### src/rtl/pc_sequencer.sv
`timescale 1ns/1ps
// pc_sequencer
// Program-counter sequencer for a simple in-order fetch stage.
// It steps the fetch address sequentially, redirects on taken branches and
// jumps (followed by a programmable bubble window), and parks in a sticky
// HALT state on request. Every output comes straight from a flop.

module pc_sequencer #(
  parameter int                ADDR_W       = 20,
  parameter logic [ADDR_W-1:0] RESET_PC     = '0,
  parameter int                FLUSH_CYCLES = 1     // legal range 1..3
) (
  input  logic              clk,
  input  logic              rst_n,
  input  logic              en,
  input  logic              br_valid,
  input  logic              br_taken,
  input  logic [ADDR_W-1:0] br_target,
  input  logic              jmp_valid,
  input  logic [ADDR_W-1:0] jmp_target,
  input  logic              halt,
  output logic [ADDR_W-1:0] pc,
  output logic              pc_valid,
  output logic              flush,
  output logic              halted,
  output logic [15:0]       taken_count
);

  // The bubble counter holds "remaining bubbles minus one", so a redirect
  // loads FLUSH_CYCLES-1 and the window closes on the edge that sees zero.
  localparam logic [1:0] FLUSH_LOAD = 2'(FLUSH_CYCLES - 1);

  typedef enum logic [1:0] {
    ST_RUN   = 2'd0,
    ST_FLUSH = 2'd1,
    ST_HALT  = 2'd2
  } state_t;

  state_t              r_state;
  logic [ADDR_W-1:0]   r_pc;
  logic                r_pc_valid;
  logic                r_flush;
  logic                r_halted;
  logic [15:0]         r_taken_count;
  logic [1:0]          r_flush_cnt;

  // A taken conditional branch outranks a jump resolving in the same cycle.
  logic                w_br_redirect;
  logic                w_redirect;
  logic [ADDR_W-1:0]   w_redirect_target;
  logic [ADDR_W-1:0]   w_pc_inc;
  logic [15:0]         w_count_next;

  assign w_br_redirect     = br_valid & br_taken;
  assign w_redirect        = w_br_redirect | jmp_valid;
  assign w_redirect_target = w_br_redirect ? br_target : jmp_target;

  // Sequential step wraps naturally from all-ones to zero.
  assign w_pc_inc          = r_pc + ADDR_W'(1);

  // Redirect counter sticks at all-ones instead of rolling over.
  assign w_count_next      = (&r_taken_count) ? r_taken_count
                                              : r_taken_count + 16'd1;

  // Sequencer FSM: state, fetch address, status flags and redirect counter.
  // NOTE: all state here uses non-blocking assignments so every register
  // samples the pre-edge values of its neighbours, whatever the statement order.
  always_ff @(posedge clk or negedge rst_n) begin
    if (!rst_n) begin
      r_state       <= ST_RUN;
      r_pc          <= RESET_PC;
      r_pc_valid    <= 1'b0;
      r_flush       <= 1'b0;
      r_halted      <= 1'b0;
      r_taken_count <= '0;
      r_flush_cnt   <= '0;
    end else begin
      case (r_state)
        ST_RUN: begin
          if (en) begin
            if (halt) begin
              // Kill anything younger for one cycle, then park.
              r_state     <= ST_HALT;
              r_pc_valid  <= 1'b0;
              r_flush     <= 1'b1;
              r_halted    <= 1'b1;
              r_flush_cnt <= '0;
            end else if (!r_pc_valid) begin
              // First advancing edge after reset: fetch at RESET_PC
              // becomes valid without stepping the address.
              r_pc_valid  <= 1'b1;
            end else if (w_redirect) begin
              r_state       <= ST_FLUSH;
              r_pc          <= w_redirect_target;
              r_pc_valid    <= 1'b0;
              r_flush       <= 1'b1;
              r_flush_cnt   <= FLUSH_LOAD;
              r_taken_count <= w_count_next;
            end else begin
              // Sequential fetch; a not-taken branch lands here too.
              r_pc        <= w_pc_inc;
              r_pc_valid  <= 1'b1;
              r_flush     <= 1'b0;
            end
          end
        end

        ST_FLUSH: begin
          // Branches and jumps seen here belong to squashed instructions.
          if (en) begin
            if (halt) begin
              r_state     <= ST_HALT;
              r_pc_valid  <= 1'b0;
              r_flush     <= 1'b1;
              r_halted    <= 1'b1;
              r_flush_cnt <= '0;
            end else if (r_flush_cnt == 2'd0) begin
              // Bubble window over: first valid fetch is at the target.
              r_state     <= ST_RUN;
              r_pc_valid  <= 1'b1;
              r_flush     <= 1'b0;
            end else begin
              r_flush_cnt <= r_flush_cnt - 2'd1;
            end
          end
        end

        ST_HALT: begin
          // Sticky until reset; only the entry flush pulse is retired.
          r_flush <= 1'b0;
        end

        default: begin
          r_state    <= ST_HALT;
          r_pc_valid <= 1'b0;
          r_flush    <= 1'b0;
          r_halted   <= 1'b1;
        end
      endcase
    end
  end

  assign pc          = r_pc;
  assign pc_valid    = r_pc_valid;
  assign flush       = r_flush;
  assign halted      = r_halted;
  assign taken_count = r_taken_count;

endmodule

### config.mk
export PLATFORM = sky130hd
export DESIGN_NAME = pc_sequencer
export DESIGN_NICKNAME = d
export VERILOG_FILES = /design/src/rtl/pc_sequencer.sv
export SDC_FILE = /design/constraint.sdc
export NUM_CORES = 1
export LEC_CHECK = 0
export CAP_MARGIN = 20
export CELL_PAD_IN_SITES_DETAIL_PLACEMENT = 0
export CELL_PAD_IN_SITES_GLOBAL_PLACEMENT = 1
export CORE_MARGIN = 10
export CORE_UTILIZATION = 31
export DETAILED_ROUTE_END_ITERATION = 16
export PLACE_DENSITY_LB_ADDON = 0.25
export SLEW_MARGIN = 20
export SYNTH_ARGS = -nofsm -noshare
export SYNTH_HDL_FRONTEND = slang
export SYNTH_SLANG_ARGS = --single-unit
### constraint.sdc
create_clock -name clk -period 1.65 [get_ports clk]
set_input_delay 0.33 -clock clk [delete_from_list [all_inputs] [get_ports clk]]
set_output_delay 0.33 -clock clk [all_outputs]
set_load 0.02 [all_outputs]
==> summary.md <==
| Metric | Value |
|---|---|
| Detail Route met3 WL | `472 um` |
| Critical path type | `register to register` |
| Effective utilization at floorplan | `31.8%` |
| Total congestion overflow | `0` |
| Count of pins over their slew limit | `0` |
| Fin nets | `507` |
| Worst EP required | `1.82 ns` |
| Result of the run | `finished with violations` |
| Arr. time, crit path | `1.88 ns` |
| Final ANT Viol Nets | `0` |
| Worst-case clock skew | `0.0114 ns` |
| Shortest period the worst path allows | `1.71 ns` |
| Die area | `13,100 um2` |
| Total DRC errors in the routed layout | `0` |
| Most common cell in the netlist | `sky130_fd_sc_hd__dfrtp_1` |
| Final cycle utilization of the critical path | `103%` |
| Total of buffers placed on input and output ports | `85` |
| Net Count, Synth | `353` |
| Number of antenna violations at the first check in global routing | `0` |
| Vias in the first global route | `3,042` |
| Sequential-to-total area share from yosys stat | `38.8%` |
| Endpoint type of the worst setup path | `register` |
| Slowest cell on the critical path | `sky130_fd_sc_hd__dfrtp_2` |
| Total core area | `8720 um2` |
| Gpl congestion | `0.848` |
| Normalized max-slew margin | `70.7%` |
| Top delay family on crit path | `simple AND/OR/NAND/NOR gates` |
| Syn avg cell area | `9.16 um2` |
| Maximum root-to-sink buffer count | `2` |
| RSZ-0062 raised after global routing | `yes` |
| FFs w/ async S/R, synth | `100%` |
| Aggregate routed wire length | `9610 um` |
| Logic depth of the worst register-to-register path | `6` |
| Reg2Reg Capture Point | `pc[12]$_DFFE_PN0P_` |
| Achievable clock frequency | `586 MHz` |
| Slack of the critical path | `-0.0567 ns` |
| Post-synthesis register bit count | `43` |
| Power density relative to cell area | `563 nW/um2` |
| Clock Latency Late Sink | `0.30 ns` |
| Number of cells on the worst hold path | `3` |
| Total number of clock tree sinks | `43` |
| Clock transition at path regs | `0.09 ns` |
| Dominant cell type by area after synthesis | `sky130_fd_sc_hd__dfrtp_1` |
| Cell types with the largest area share after synthesis | `sky130_fd_sc_hd__dfrtp_1 (39%), sky130_fd_sc_hd__o21ai_0 (3.8%), sky130_fd_sc_hd__xor2_1 (3.8%)` |
| Maximum level of the CTS H-tree | `2` |
| Die Ht | `115 um` |
| Post-Place Setup Slack | `-0.377 ns` |
| Hold violation total from the final report | `0` |
| Maximum cell stage delay along the critical path | `0.41 ns` |
| Static Leakage | `2.14 nW` |
| Highest metal layer with signal wires | `met4` |
| Top Ports | `86` |
| Hold Path Origin | `en` |
| Launch instance of the worst register-to-register path | `pc[0]$_DFFE_PN0P_` |
| Final setup violation count | `6` |
| Number of clock buffers inserted by TritonCTS | `5` |
| HPWL Detailed | `7340 um` |
| Most used DFF post-synth | `sky130_fd_sc_hd__dfrtp_1` |
| Series of cell instances along the critical path | `ha_4, nand4_1, or3_4, buf_4, o21ai_0, a311oi_1` |
| Actual transition at the worst max-transition pin | `0.439 ns` |
| Mapped cell area | `2780 um2` |
| Hold worst-path end | `r_state[1]$_DFFE_PN0P_` |
| Share of cells above drive strength 1 | `31.0%` |
| Average detailed-routed wire length per instance | `17.0 um` |
| Critical path fanouts, max | `3` |
| Unique cell type count in the Yosys netlist | `65` |
| Drt initial violations | `130` |
| Number of violations of the max-capacitance limit | `0` |
| Mapped Cells | `303` |
| Placed insts | `544` |
| Commonest cells in the netlist | `sky130_fd_sc_hd__dfrtp_1 (43), sky130_fd_sc_hd__nand2_1 (27), sky130_fd_sc_hd__o21ai_0 (21)` |
| Fraction of synthesized cell area taken by the top area cell type | `38.8%` |
| Critical Path Source Type | `register` |
| Global-route wire length before repair | `15,700 um` |
| Drt pass-1 iters | `4` |
| Floorplan row count | `34` |
| Synth-to-Final Area Change | `65.2%` |
| Fill cell instance count of the final layout | `849` |
| Number of inserted diodes | `0` |
| CTS tree | `done` |
| Final Total Pwr | `0.00258 W` |
| Final Instance Count excl. Fillers | `566` |
| Routed length on met2 | `4760 um` |
| Library cell used as clock root buffer | `sky130_fd_sc_hd__clkbuf_8` |
| Total number of yosys warnings | `0` |
| Post-detailed-route via-to-cell ratio | `5.25` |
| Post-synth EDFFs | `0` |
| Worst path depth | `6` |
| M1 WL | `4310 um` |
| Total Routing Usage GR | `14.5%` |
| Worst voltage drop across the vdd grid | `0.331 mV` |
| Number of buffers and inverters on the critical path | `1` |
| Worst Hold Margin | `0.407 ns` |
| Maximum number of pins on one net before global-route repair | `44` |
| Vias | `2,970` |
| Tightest Hold Check Type | `input pin to register` |
| X dimension of the die | `115 um` |
| Layout Utilization | `52.6%` |
| Violations in the final reports | `negative setup slack` |
| Flop2flop setup slack | `-0.06 ns` |
layout make-up:
type	instances	area (um2)	area share, %
inverters	5	18.8	0.409
clock inverters	1	5.00	0.109
flip-flops and latches	43	1090	23.8
well taps	108	135	2.95
clock buffers	7	86.3	1.88
repair buffers	164	1480	32.2
multi-input cells	238	1770	38.6
cells by family (layout without fill, tap and decap cells):
kind of cell               count (synthesis)  in the layout  synth area share [%]
adders and majority gates                  3              3                  1.35
muxes                                      9              9                  3.38
and+or+nand+nor                          120            120                  25.9
buffers and inverters                     22            177                  3.52
DFF                                       43             43                  38.8
xor gates and xnor gates                  13             13                  4.10
AOI/OAI and AO/OA                         93             93                  23.0
sequential cells by signal, indices dropped and copies added (netlist names):
| register | cells |
|---|---|
| taken_count | 16 |
| pc_valid | 1 |
| flush | 1 |
| r_flush_cnt | 2 |
| r_state | 2 |
| pc | 20 |
| halted | 1 |
routing by layer:
layer / up-vias / global-route usage (%)
met2: 52 / 24.7
met3: 6 / 3.46
met5: - / 0
met1: 1447 / 18.0
li1: 1465 / -
met4: 0 / 3.17
stage by stage:
step	instance area, um2	setup TNS (ns)
3_5_place_dp	4300	-11.25
5_1_grt	4580	-0.779
4_1_cts	4400	-0.101
6_report	4580	-0.139
3_3_place_gp	4300	-10.04
2_1_floorplan	2860	-0.103
timing repair:
action,CTS,global route
hold buffers,1,0
resized for setup,44,27
cloned,0,0
pin swaps,4,8
endpoints found under the setup margin,48,34
hold endpoints to repair,2,0
setup buffers,2,11
cells in the final DEF (no fill, tap or decap), drive strengths merged, types with 3 or more instances in the layout:
master          n
and3           11
nor3            7
dlymetal6s2s    5
and2            3
a21oi          18
clkbuf          7
and4            5
o211ai          5
dfrtp          43
o221ai          3
nand4          10
nor2           16
nor4            4
buf            79
o21ai          21
inv             5
mux2            3
clkdlybuf4s50  42
nand3b          3
o22ai           3
a21o            3
a211oi         11
ha              3
nand2          27
nand3          21
a31oi           4
or3             3
dlygate4sd2    37
xor2           12
a22o            4
mux2i           6
worst min-delay path, cell delays in order:
cell	delay (ns)
sky130_fd_sc_hd__dlymetal6s2s_1	0.10
sky130_fd_sc_hd__buf_4	0.12
sky130_fd_sc_hd__a21o_1	0.11
power by group:
group          switching [W]  internal, W
Sequential         0.0000472      0.00112
Clock               0.000377     0.000339
Combinational       0.000340     0.000362
Total               0.000765      0.00182
how the worst max path moves through the flow:
stage,from,end,slack (ns)
2_1_floorplan,pc[0]$_DFFE_PN0P_,pc[16]$_DFFE_PN0P_,-0.06
6_report,pc[0]$_DFFE_PN0P_,pc[12]$_DFFE_PN0P_,-0.06
3_3_place_gp,jmp_valid,taken_count[4]$_DFFE_PN0P_,-0.33
5_1_grt,pc[0]$_DFFE_PN0P_,pc[12]$_DFFE_PN0P_,-0.15
4_1_cts,pc[0]$_DFFE_PN0P_,pc[16]$_DFFE_PN0P_,-0.05
3_5_place_dp,br_taken,taken_count[5]$_DFFE_PN0P_,-0.38
(Power assumes the default switching activity.)
